File: config.mk
export PLATFORM = sky130hd
export DESIGN_NAME = fifo_packetizer_flat
export DESIGN_NICKNAME = d
export VERILOG_FILES = /design/src/rtl/fifo_packetizer_if.sv /design/src/rtl/fifo_packetizer.sv /design/src/flat_wrapper.sv
export SDC_FILE = /design/constraint.sdc
export NUM_CORES = 1
export LEC_CHECK = 0
export ABC_AREA = 1
export BUFFER_PORTS_ARGS = -buffer_cell sky130_fd_sc_hd__buf_2
export CORE_MARGIN = 2
export CORE_UTILIZATION = 45
export CTS_CLUSTER_DIAMETER = 60
export DETAILED_ROUTE_END_ITERATION = 7
export PLACE_DENSITY = 0.59
export SLEW_MARGIN = 30
export SYNTH_ARGS = -nofsm -noshare
export SYNTH_HDL_FRONTEND = slang
export SYNTH_SLANG_ARGS = --single-unit
File: constraint.sdc
create_clock -name clk -period 5.8 [get_ports clk]
set_clock_uncertainty 0.05 [all_clocks]
set_input_delay 0.29 -clock clk [delete_from_list [all_inputs] [get_ports clk]]
set_output_delay 0.29 -clock clk [all_outputs]
set_load 0.005 [all_outputs]
File: src/rtl/fifo_packetizer_if.sv
// Purpose : groups the FIFO drain side and the framed byte-stream side of fifo_packetizer.
// Latency : n/a (signal bundle only).
// Backpressure: out_ready from the slave side stalls the stream; fifo_empty gates reads.
// Signals : fifo_empty/fifo_data/fifo_rd_en (upstream FIFO), out_data/out_valid/out_ready/
//           out_last (downstream stream), busy (status).
// Modports: master = packetizer view, slave = environment (FIFO + stream sink) view.
interface fifo_packetizer_if;
    logic       fifo_empty;
    logic [7:0] fifo_data;
    logic       fifo_rd_en;
    logic [7:0] out_data;
    logic       out_valid;
    logic       out_ready;
    logic       out_last;
    logic       busy;

    modport master (
        input  fifo_empty, fifo_data, out_ready,
        output fifo_rd_en, out_data, out_valid, out_last, busy
    );

    modport slave (
        output fifo_empty, fifo_data, out_ready,
        input  fifo_rd_en, out_data, out_valid, out_last, busy
    );
endinterface

File: src/rtl/fifo_packetizer.sv
// Purpose : drains a 1-cycle-latency FIFO into a payload store and emits SOF,LEN,payload,CHK frames.
// Latency : frame starts 2 cycles after the last capture when full, TIMEOUT+2 after it on idle flush.
// Backpressure: out_ready low holds out_data/out_last; no FIFO reads happen while a frame is sent.
// Ports   : clk, rst (async, active-high), io_pkt (fifo_packetizer_if.master).
// Option  : define PKT_CRC8_EN to make CHK a CRC-8 (poly 0x07, init 0) instead of the mod-256 sum.
module fifo_packetizer #(
    parameter int         MAX_PAYLOAD = 16,
    parameter int         TIMEOUT     = 32,
    parameter logic [7:0] SOF_BYTE    = 8'hA5
) (
    input  logic               clk,
    input  logic               rst,
    fifo_packetizer_if.master  io_pkt
);
    localparam int TW = $clog2(TIMEOUT + 1);
    localparam int IW = (MAX_PAYLOAD > 1) ? $clog2(MAX_PAYLOAD) : 1;

    typedef enum logic [2:0] {
        ST_COLLECT,
        ST_SEND_SOF,
        ST_SEND_LEN,
        ST_SEND_DATA,
        ST_SEND_CHK
    } state_t;

    state_t         r_state;
    logic [7:0]     r_count;
    logic [TW-1:0]  r_timer;
    logic           r_rd_pending;
    logic [7:0]     r_idx;
    logic [7:0]     r_chk;
    logic [7:0]     r_out_data;
    logic           r_out_valid;
    logic           r_out_last;
    logic [7:0]     r_payload [0:MAX_PAYLOAD-1];

    logic [8:0]     w_fill;
    logic           w_full;
    logic           w_timeout;
    logic           w_exit;
    logic           w_rd_en;
    logic           w_xfer;
    logic           w_capture;
    logic [7:0]     w_chk_next;
    logic [7:0]     w_idx_nxt;

    // One checksum step over a byte that is being transferred.
    function automatic logic [7:0] chk_update(input logic [7:0] c, input logic [7:0] b);
`ifdef PKT_CRC8_EN
        logic [7:0] x;
        x = c ^ b;
        for (int i = 0; i < 8; i++) begin
            x = x[7] ? ((x << 1) ^ 8'h07) : (x << 1);
        end
        return x;
`else
        return c + b;
`endif
    endfunction

    // Bytes in hand plus the one in flight must stay within the payload store.
    assign w_fill    = {1'b0, r_count} + {8'd0, r_rd_pending};
    assign w_full    = (r_count == 8'(MAX_PAYLOAD));
    assign w_timeout = (r_timer == TW'(TIMEOUT)) && (r_count != 8'd0);
    // Leave COLLECT only with nothing in flight so no FIFO byte is dropped.
    assign w_exit    = (r_state == ST_COLLECT) && !r_rd_pending && (w_full || w_timeout);
    assign w_rd_en   = (r_state == ST_COLLECT) && !w_exit && !io_pkt.fifo_empty &&
                       (w_fill < 9'(MAX_PAYLOAD));
    assign w_capture = (r_state == ST_COLLECT) && r_rd_pending;
    assign w_xfer    = r_out_valid && io_pkt.out_ready;
    // LEN and payload bytes fold into the check as they leave.
    assign w_chk_next = chk_update(r_chk, r_out_data);
    assign w_idx_nxt  = r_idx + 8'd1;

    assign io_pkt.fifo_rd_en = w_rd_en;
    assign io_pkt.out_data   = r_out_data;
    assign io_pkt.out_valid  = r_out_valid;
    assign io_pkt.out_last   = r_out_last;
    assign io_pkt.busy       = !((r_state == ST_COLLECT) && (r_count == 8'd0));

    // Payload store carries no reset; count says which entries are meaningful.
    always_ff @(posedge clk) begin
        if (w_capture) begin
            r_payload[r_count[IW-1:0]] <= io_pkt.fifo_data;
        end
    end

    always_ff @(posedge clk or posedge rst) begin
        if (rst) begin
            r_state      <= ST_COLLECT;
            r_count      <= 8'd0;
            r_timer      <= '0;
            r_rd_pending <= 1'b0;
            r_idx        <= 8'd0;
            r_chk        <= 8'd0;
            r_out_data   <= 8'h00;
            r_out_valid  <= 1'b0;
            r_out_last   <= 1'b0;
        end else begin
            r_rd_pending <= w_rd_en;
            case (r_state)
                ST_COLLECT: begin
                    if (r_rd_pending) begin
                        r_count <= r_count + 8'd1;
                    end
                    if (r_rd_pending || w_rd_en) begin
                        r_timer <= '0;
                    end else if (r_count != 8'd0) begin
                        r_timer <= r_timer + TW'(1);
                    end
                    if (w_exit) begin
                        r_state     <= ST_SEND_SOF;
                        r_out_valid <= 1'b1;
                        r_out_data  <= SOF_BYTE;
                        r_out_last  <= 1'b0;
                        r_chk       <= 8'd0;
                    end
                end
                ST_SEND_SOF: begin
                    if (w_xfer) begin
                        r_out_data <= r_count;
                        r_state    <= ST_SEND_LEN;
                    end
                end
                ST_SEND_LEN: begin
                    if (w_xfer) begin
                        r_chk      <= w_chk_next;
                        r_out_data <= r_payload[0];
                        r_idx      <= 8'd0;
                        r_state    <= ST_SEND_DATA;
                    end
                end
                ST_SEND_DATA: begin
                    if (w_xfer) begin
                        r_chk <= w_chk_next;
                        if (r_idx == r_count - 8'd1) begin
                            // Check byte already includes the final payload byte.
                            r_out_data <= w_chk_next;
                            r_out_last <= 1'b1;
                            r_state    <= ST_SEND_CHK;
                        end else begin
                            r_out_data <= r_payload[w_idx_nxt[IW-1:0]];
                            r_idx      <= w_idx_nxt;
                        end
                    end
                end
                ST_SEND_CHK: begin
                    if (w_xfer) begin
                        r_out_valid <= 1'b0;
                        r_out_last  <= 1'b0;
                        r_out_data  <= 8'h00;
                        r_count     <= 8'd0;
                        r_timer     <= '0;
                        r_chk       <= 8'd0;
                        r_state     <= ST_COLLECT;
                    end
                end
                default: begin
                    r_state <= ST_COLLECT;
                end
            endcase
        end
    end
endmodule

File: src/flat_wrapper.sv
// flat-port wrapper written by rule: the top's interface ports become plain ports
module fifo_packetizer_flat 
#(
    parameter int         MAX_PAYLOAD = 16,
    parameter int         TIMEOUT     = 32,
    parameter logic [7:0] SOF_BYTE    = 8'hA5
)
  (clk, rst, io_pkt_fifo_empty, io_pkt_fifo_data, io_pkt_out_ready, io_pkt_fifo_rd_en, io_pkt_out_data, io_pkt_out_valid, io_pkt_out_last, io_pkt_busy);
  fifo_packetizer_if io_pkt_i ();
  input  logic clk;
  input  logic rst;
  input wire logic [$bits(io_pkt_i.fifo_empty)-1:0] io_pkt_fifo_empty;
  input wire logic [$bits(io_pkt_i.fifo_data)-1:0] io_pkt_fifo_data;
  input wire logic [$bits(io_pkt_i.out_ready)-1:0] io_pkt_out_ready;
  output wire logic [$bits(io_pkt_i.fifo_rd_en)-1:0] io_pkt_fifo_rd_en;
  output wire logic [$bits(io_pkt_i.out_data)-1:0] io_pkt_out_data;
  output wire logic [$bits(io_pkt_i.out_valid)-1:0] io_pkt_out_valid;
  output wire logic [$bits(io_pkt_i.out_last)-1:0] io_pkt_out_last;
  output wire logic [$bits(io_pkt_i.busy)-1:0] io_pkt_busy;
  assign io_pkt_i.fifo_empty = io_pkt_fifo_empty;
  assign io_pkt_i.fifo_data = io_pkt_fifo_data;
  assign io_pkt_i.out_ready = io_pkt_out_ready;
  assign io_pkt_fifo_rd_en = io_pkt_i.fifo_rd_en;
  assign io_pkt_out_data = io_pkt_i.out_data;
  assign io_pkt_out_valid = io_pkt_i.out_valid;
  assign io_pkt_out_last = io_pkt_i.out_last;
  assign io_pkt_busy = io_pkt_i.busy;
  fifo_packetizer #(.MAX_PAYLOAD(MAX_PAYLOAD), .TIMEOUT(TIMEOUT), .SOF_BYTE(SOF_BYTE)) u_core (.clk(clk), .rst(rst), .io_pkt(io_pkt_i));
endmodule
==> flow_summary.ini, run 1 <==
[sta]
setup_tns_ns = 0
clock.fmax_ghz = 0.345
rsz0062_at_grt = no
min_period_ns = 2.90
setup_viol = 0
finalHoldViolCount = 0
fin_crit_sh = 0.500
worstMarginPinSlew_ns = 0.784
relSlewSlack = 0.475
slew_violations = 0
holdWs_ns = 0.206

[setup_path]
reg2regPathDepth = 13
crit_arrival_ns = 3.17
startpoint_type = register
cp_max_fo = 70
crit_required_ns = 6.07
end_kind = register
critPathKind = register to register

[power_and_ir_drop]
power_density_mw_per_mm2 = 445
p_switching_w = 0.00170
comb_power_share = 0.356
p_int_w = 0.00246
power_leakage_nw = 3.86
pwr-share-seq = 0.382
switching_share = 0.409
fin_total_pwr_w = 0.00416
ir_worst_vdd_mv = 0.311
power.share.clock = 0.262

[synth]
synth_top_family_by_area = simple AND/OR/NAND/NOR gates
syn_nets = 923
ys_top_cells_by_count = nand2_1 (264), nand3_1 (158), edfxtp_1 (128)
synthMuxAreaShare = 0
synth_xor_area_frac = 0.0183
yosys.area.top_type = edfxtp_1
yosys_register_bits = 172
yosysWarnings = 0
synth_cell_type_count = 42
async_flop_share = 0.256
synth_most_common_cell = nand2_1
synth_compound_area_frac = 0.0323
yosys.area_share.adder = 0.0245
synth_edf_count = 128
synth_simple_gate_area_frac = 0.290
synthesis.area_mm2 = 0.00849
ys.flop_type = edfxtp_1
synth_top_area_share = 0.453
postSynthAreaPerCell_um2 = 9.48
synth-seq-area-share = 0.583
syn-instance-count = 895
yosys-top-cells-area = edfxtp_1 (45%), dfrtp_1 (13%), nand2_1 (12%)

[detailed_routing]
wl_per_cell_um = 17.4
totalWireLength_um = 20200
drtIter0Drc = 448
vias = 6113
postRouteAntennaNets = 0
route.detailed.drc = 0
firstDrtPassIters = 5
drt-vias-per-instance = 5.28

[cells_and_area]
final_core_util = 0.503
antenna_cells = 0
nets = 939
final_layout_size_suffix_gt1_frac = 0.119
area_growth_pct = 10.1

[outcome]
status = finished, final reports clean

[die]
core-area_mm2 = 0.0186
row_count = 50
boundaryPins = 24
dieArea_mm2 = 0.0200
initial_utilization = 0.457
die_y_um = 141
dieWidth_um = 141

[global_route]
grt_pass1_vias = 5938
gr-total-overflow = 0
grt_pass1_wl_um = 32700
track_usage = 0.215
antenna_found_initial = 0
grt_max_degree = 71

[placed_design]
place_congestion = 0.841
port_buffers = 23
dpl.hpwl_um = 13500

[clock_tree]
max-clock-path-buffers = 2
root_buffer = clkbuf_16
cts_buffers = 17
clkLatencyLatePin_ns = 0.44
cts_tree = done
clk_pin_slew_ns = 0.07
cts_setup_buffers = 0
htreeDepth = 4
cts_sinks = 172

[hold_path]
hp-class = input pin to register
min_path_cells = 1

[run]
drv_cap = 0
==> sequential cells by signal, summed over array words and instances (netlist names) <==
| name | flops |
|---|---|
| u_core.r_payload | 128 |
| u_core.io_pkt.out_last | 1 |
| u_core.r_rd_pending | 1 |
| u_core.r_chk | 8 |
| u_core.r_count | 8 |
| u_core.r_idx | 8 |
| u_core.io_pkt.out_data | 8 |
| u_core.r_state | 3 |
| u_core.r_timer | 6 |
| u_core.io_pkt.out_valid | 1 |
==> layer usage <==
layer  share of wire  GRT usage  up-vias
met3           0.048     0.0395       18
met5               0          0        -
met4           0.015     0.0584        0
met2            0.48      0.341      170
met1            0.46      0.306     2871
li1                -          -     3054
==> layout by cell type, fill, tap and decap left out, drive strengths merged, types with 2 or more instances in the layout <==
| master | n |
|---|---|
| inv | 80 |
| ha | 15 |
| xor2 | 13 |
| o22ai | 4 |
| clkinvlp | 2 |
| xnor2 | 3 |
| nand3 | 163 |
| nor2 | 63 |
| and2 | 3 |
| edfxtp | 128 |
| nand4 | 23 |
| o21ai | 24 |
| buf | 27 |
| dfrtp | 44 |
| a21oi | 14 |
| clkinv | 8 |
| nor3 | 3 |
| clkbuf | 18 |
| nand2 | 275 |
| or2 | 8 |
==> power by group through the flow <==
stage / clock, W / sequential [W] / combinational (W)
3_5_place_dp: 0 / 0.00161 / 0.00148
6_report: 0.00109 / 0.00159 / 0.00148
3_3_place_gp: 0 / 0.00161 / 0.00148
4_1_cts: 0.00111 / 0.00159 / 0.00149
2_1_floorplan: 0 / 0.00153 / 0.00116
5_1_grt: 0.00115 / 0.00161 / 0.00170
==> repair_timing <==
item / CTS / global route
resized for setup: 0 / 0
endpoints found under the hold margin: 44 / 0
hold buffers: 1 / 0
==> final timing paths <==
check                                                   start                            endpoint  slack, ns
setup / recovery                  u_core.r_idx[0]$_DFFE_PP0P_       u_core.r_state[1]$_DFFE_PP0P_       2.90
hold / removal                            io_pkt_fifo_data[1]    u_core.r_payload[9][1]$_DFFE_PP_       0.21
setup reg to reg                  u_core.r_idx[0]$_DFFE_PP0P_       u_core.r_state[1]$_DFFE_PP0P_       2.90
hold reg to reg            u_core.io_pkt.out_last$_DFFE_PP0P_  u_core.io_pkt.out_last$_DFFE_PP0P_       0.44
max in group asynchronous                                 rst         u_core.r_idx[0]$_DFFE_PP0P_       4.76
min in group asynchronous                                 rst         u_core.r_idx[1]$_DFFE_PP0P_       0.50
==> cells by family after synthesis <==
logic type,after synthesis
buffers and inverters,107
XOR/XNOR,16
AND/OR/NAND/NOR,540
adder cells (fa/ha/maj),16
AO/OA/AOI/OAI,44
flip-flops,172
==> layout make-up <==
| cell class | instances | area, um^2 |
|---|---|---|
| inverter | 76 | 290 |
| sequential | 172 | 4950 |
| tap | 234 | 293 |
| clock buffer | 18 | 429 |
| clock inverter | 14 | 123 |
| fill | 1725 | 9240 |
| multi-input combinational | 616 | 3110 |
| timing repair buffer | 28 | 155 |
==> worst max-delay path: stages (launching register included) <==
cell	delay, ns
dfrtp_2	0.62
buf_4	0.36
inv_4	0.55
nand2_1	0.10
nand2_1	0.09
nand2_1	0.05
nor2_1	0.12
nand3_2	0.12
nor2_8	0.20
nand2_4	0.13
nand2_4	0.11
nand3_1	0.11
nand2_1	0.08
nand2_1	0.05
==> metrics by stage <==
stage	instances	worst slack, ns	cell area, um^2
CTS	1158	2.91	9340
global route	1158	2.56	9340
finish	1158	2.90	9340
global placement	1125	2.59	8770
detailed placement	1125	2.93	8770
floorplan	895	3.82	8490
No activity file was read; power rests on OpenSTA's default activity.
==> run 2, diff against run 1 <==
==> constraint.sdc (replaced) <==
create_clock -name clk -period 2.9 [get_ports clk]
set_clock_uncertainty 0.05 [all_clocks]
set_input_delay 0.145 -clock clk [delete_from_list [all_inputs] [get_ports clk]]
set_output_delay 0.145 -clock clk [all_outputs]
set_load 0.005 [all_outputs]
==> run 2 against run 1 <==
  * Critical path type unchanged
  * Non-clock buffer count increased by 19
  * Critical path depth shrank 8
  * Largest power group unchanged
  * Cell area increased by 1.9%
  * Power is 100% higher
  * Sequential cell count stayed put
  * Sequential share of layout area fell by 0.98 points
  * Routed wire length up 3.1%
  * Final cell count is 1.6% higher
  * Global-route usage is 0.32 points higher
  * Sequential power is 96% higher
  * Register-to-register slack lost 2.4 ns
==> flow_summary.ini, run 2 (synthesis results as in run 1) <==
[outcome]
status = finished, final reports clean

[sta]
slew_violations = 0
holdWs_ns = 0.0841
min_period_ns = 2.42
setup_viol = 0
fin_crit_sh = 0.833
relSlewSlack = 0.544
rsz0062_at_grt = no
setup_tns_ns = 0
finalHoldViolCount = 0
clock.fmax_ghz = 0.414
worstMarginPinSlew_ns = 0.684

[hold_path]
min_path_cells = 1
min_from = io_pkt_fifo_data[0]
hp-class = input pin to register
hold_path_end = u_core.r_payload[6][0]$_DFFE_PP_

[clock_tree]
cts-resized-gates = 0
clk_pin_slew_ns = 0.07
max-clock-path-buffers = 2
cts_buffers = 17
cts_sinks = 172
htreeDepth = 4
cts_tree = done
clkLatencyLatePin_ns = 0.43
root_buffer = clkbuf_16

[setup_path]
cp_num_buf_inv = 0
crit_arrival_ns = 2.42
cp_max_fo = 8
r2r-start = u_core.r_state[2]$_DFFE_PP0P_
crit_required_ns = 2.91
startpoint_type = register
critical_path.slowest_cell = nor2_1
slowest_delay_ns = 0.56
critPathTopFamily = simple AND/OR/NAND/NOR gates
r2r_end = u_core.r_payload[1][5]$_DFFE_PP_
critPathKind = register to register
reg2regPathDepth = 5
startpoint = u_core.r_state[2]$_DFFE_PP0P_
r2r_slack_ns = 0.48
path_cells = nor2_2 > nand2_1 > nor2_1 > nand2_1 > nor2_1
end_kind = register

[placed_design]
place_congestion = 0.887
port_buffers = 23
dpl.hpwl_um = 14200

[die]
die_y_um = 141
dieArea_mm2 = 0.0200
initial_utilization = 0.457
row_count = 50
boundaryPins = 24
dieWidth_um = 141
core-area_mm2 = 0.0186

[run]
drv_cap = 0

[cells_and_area]
antenna_cells = 0
final_cell_mix = nand2_1 (264), nand3_1 (158), edfxtp_1 (128)
largest_reg_flops = 128
fillers = 1737
layout_commonest_cell = nand2_1
area_growth_pct = 12.1
final_layout_size_suffix_gt1_frac = 0.138
nets = 958

[global_route]
antenna_found_initial = 0
grt_pass1_wl_um = 33000
grt_max_degree = 62
track_usage = 0.218
gr-total-overflow = 0
grt_pass1_vias = 5953

[power_and_ir_drop]
pwr-share-seq = 0.368
power_leakage_nw = 3.98
comb_power_share = 0.361
p_int_w = 0.00511
power.share.clock = 0.271
ir_worst_vdd_mv = 0.556
power_density_mw_per_mm2 = 891
switching_share = 0.397
p_switching_w = 0.00337

[detailed_routing]
firstDrtPassIters = 7
route.detailed.drc = 0
postRouteAntennaNets = 0
totalWireLength_um = 20800
vias = 6236
drt-vias-per-instance = 5.30
wl_per_cell_um = 17.7
drtIter0Drc = 432
==> run 2: cell count changes in the layout (fill, tap and decap cells not counted), moves of 2 or more <==
cell       before  now
inv_8           5    2
bufinv_16       0    2
clkinv_2        0    2
buf_4           4   23
==> run 2: metrics by stage <==
stage / power [W] / instances / worst slack (ns) / cell area, um^2 / utilization
2_1_floorplan: 0.00539 / 895 / 0.920 / 8490 / -
6_report: 0.00848 / 1177 / 0.484 / 9520 / 0.512
3_3_place_gp: 0.00621 / 1144 / 0.647 / 8910 / 0.480
3_5_place_dp: 0.00622 / 1144 / 0.530 / 8910 / 0.480
4_1_cts: 0.00853 / 1177 / 0.504 / 9520 / 0.512
5_1_grt: 0.00904 / 1177 / 0.283 / 9520 / 0.512
==> run 2: layout make-up <==
type / instances / area, um^2 / share of cell area
Timing Repair Buffer: 47 / 298 / 0.0313
Sequential cell: 172 / 4950 / 0.520
Tap cell: 234 / 293 / 0.0308
Multi-Input combinational cell: 616 / 3100 / 0.326
Clock inverter: 14 / 164 / 0.0172
Clock buffer: 18 / 429 / 0.0451
Inverter: 76 / 288 / 0.0302
==> run 2: what timing repair did <==
action | in CTS | in global routing
endpoints found under the hold margin | 21 | 0
hold buffers | 1 | 0
buffers inserted | 0 | 0
==> run 2: worst max path at each step <==
stage / endpoint / slack, ns / cells past startpoint
after floorplan: u_core.r_state[0]$_DFFE_PP0P_ / 0.92 / 14
after global placement: u_core.r_payload[1][6]$_DFFE_PP_ / 0.65 / 5
after detailed placement: u_core.r_payload[1][0]$_DFFE_PP_ / 0.53 / 5
after CTS: u_core.r_payload[1][1]$_DFFE_PP_ / 0.50 / 5
after global routing: u_core.r_payload[1][4]$_DFFE_PP_ / 0.28 / 5
final: u_core.r_payload[1][5]$_DFFE_PP_ / 0.48 / 5
==> run 2: layer usage <==
metal  up-vias  share of wire  track usage
met3        22          0.044       0.0337
li1       3078              -            -
met2       176           0.48        0.351
met4         0          0.012       0.0595
met1      2960           0.47        0.310
met5         -              0            0
==> run 2: power groups by stage <==
stage	clock, W	combinational, W	sequential (W)
global placement	0	0.00304	0.00316
global route	0.00242	0.00347	0.00315
finish	0.00230	0.00306	0.00312
CTS	0.00233	0.00308	0.00312
detailed placement	0	0.00305	0.00317
floorplan	0	0.00233	0.00306
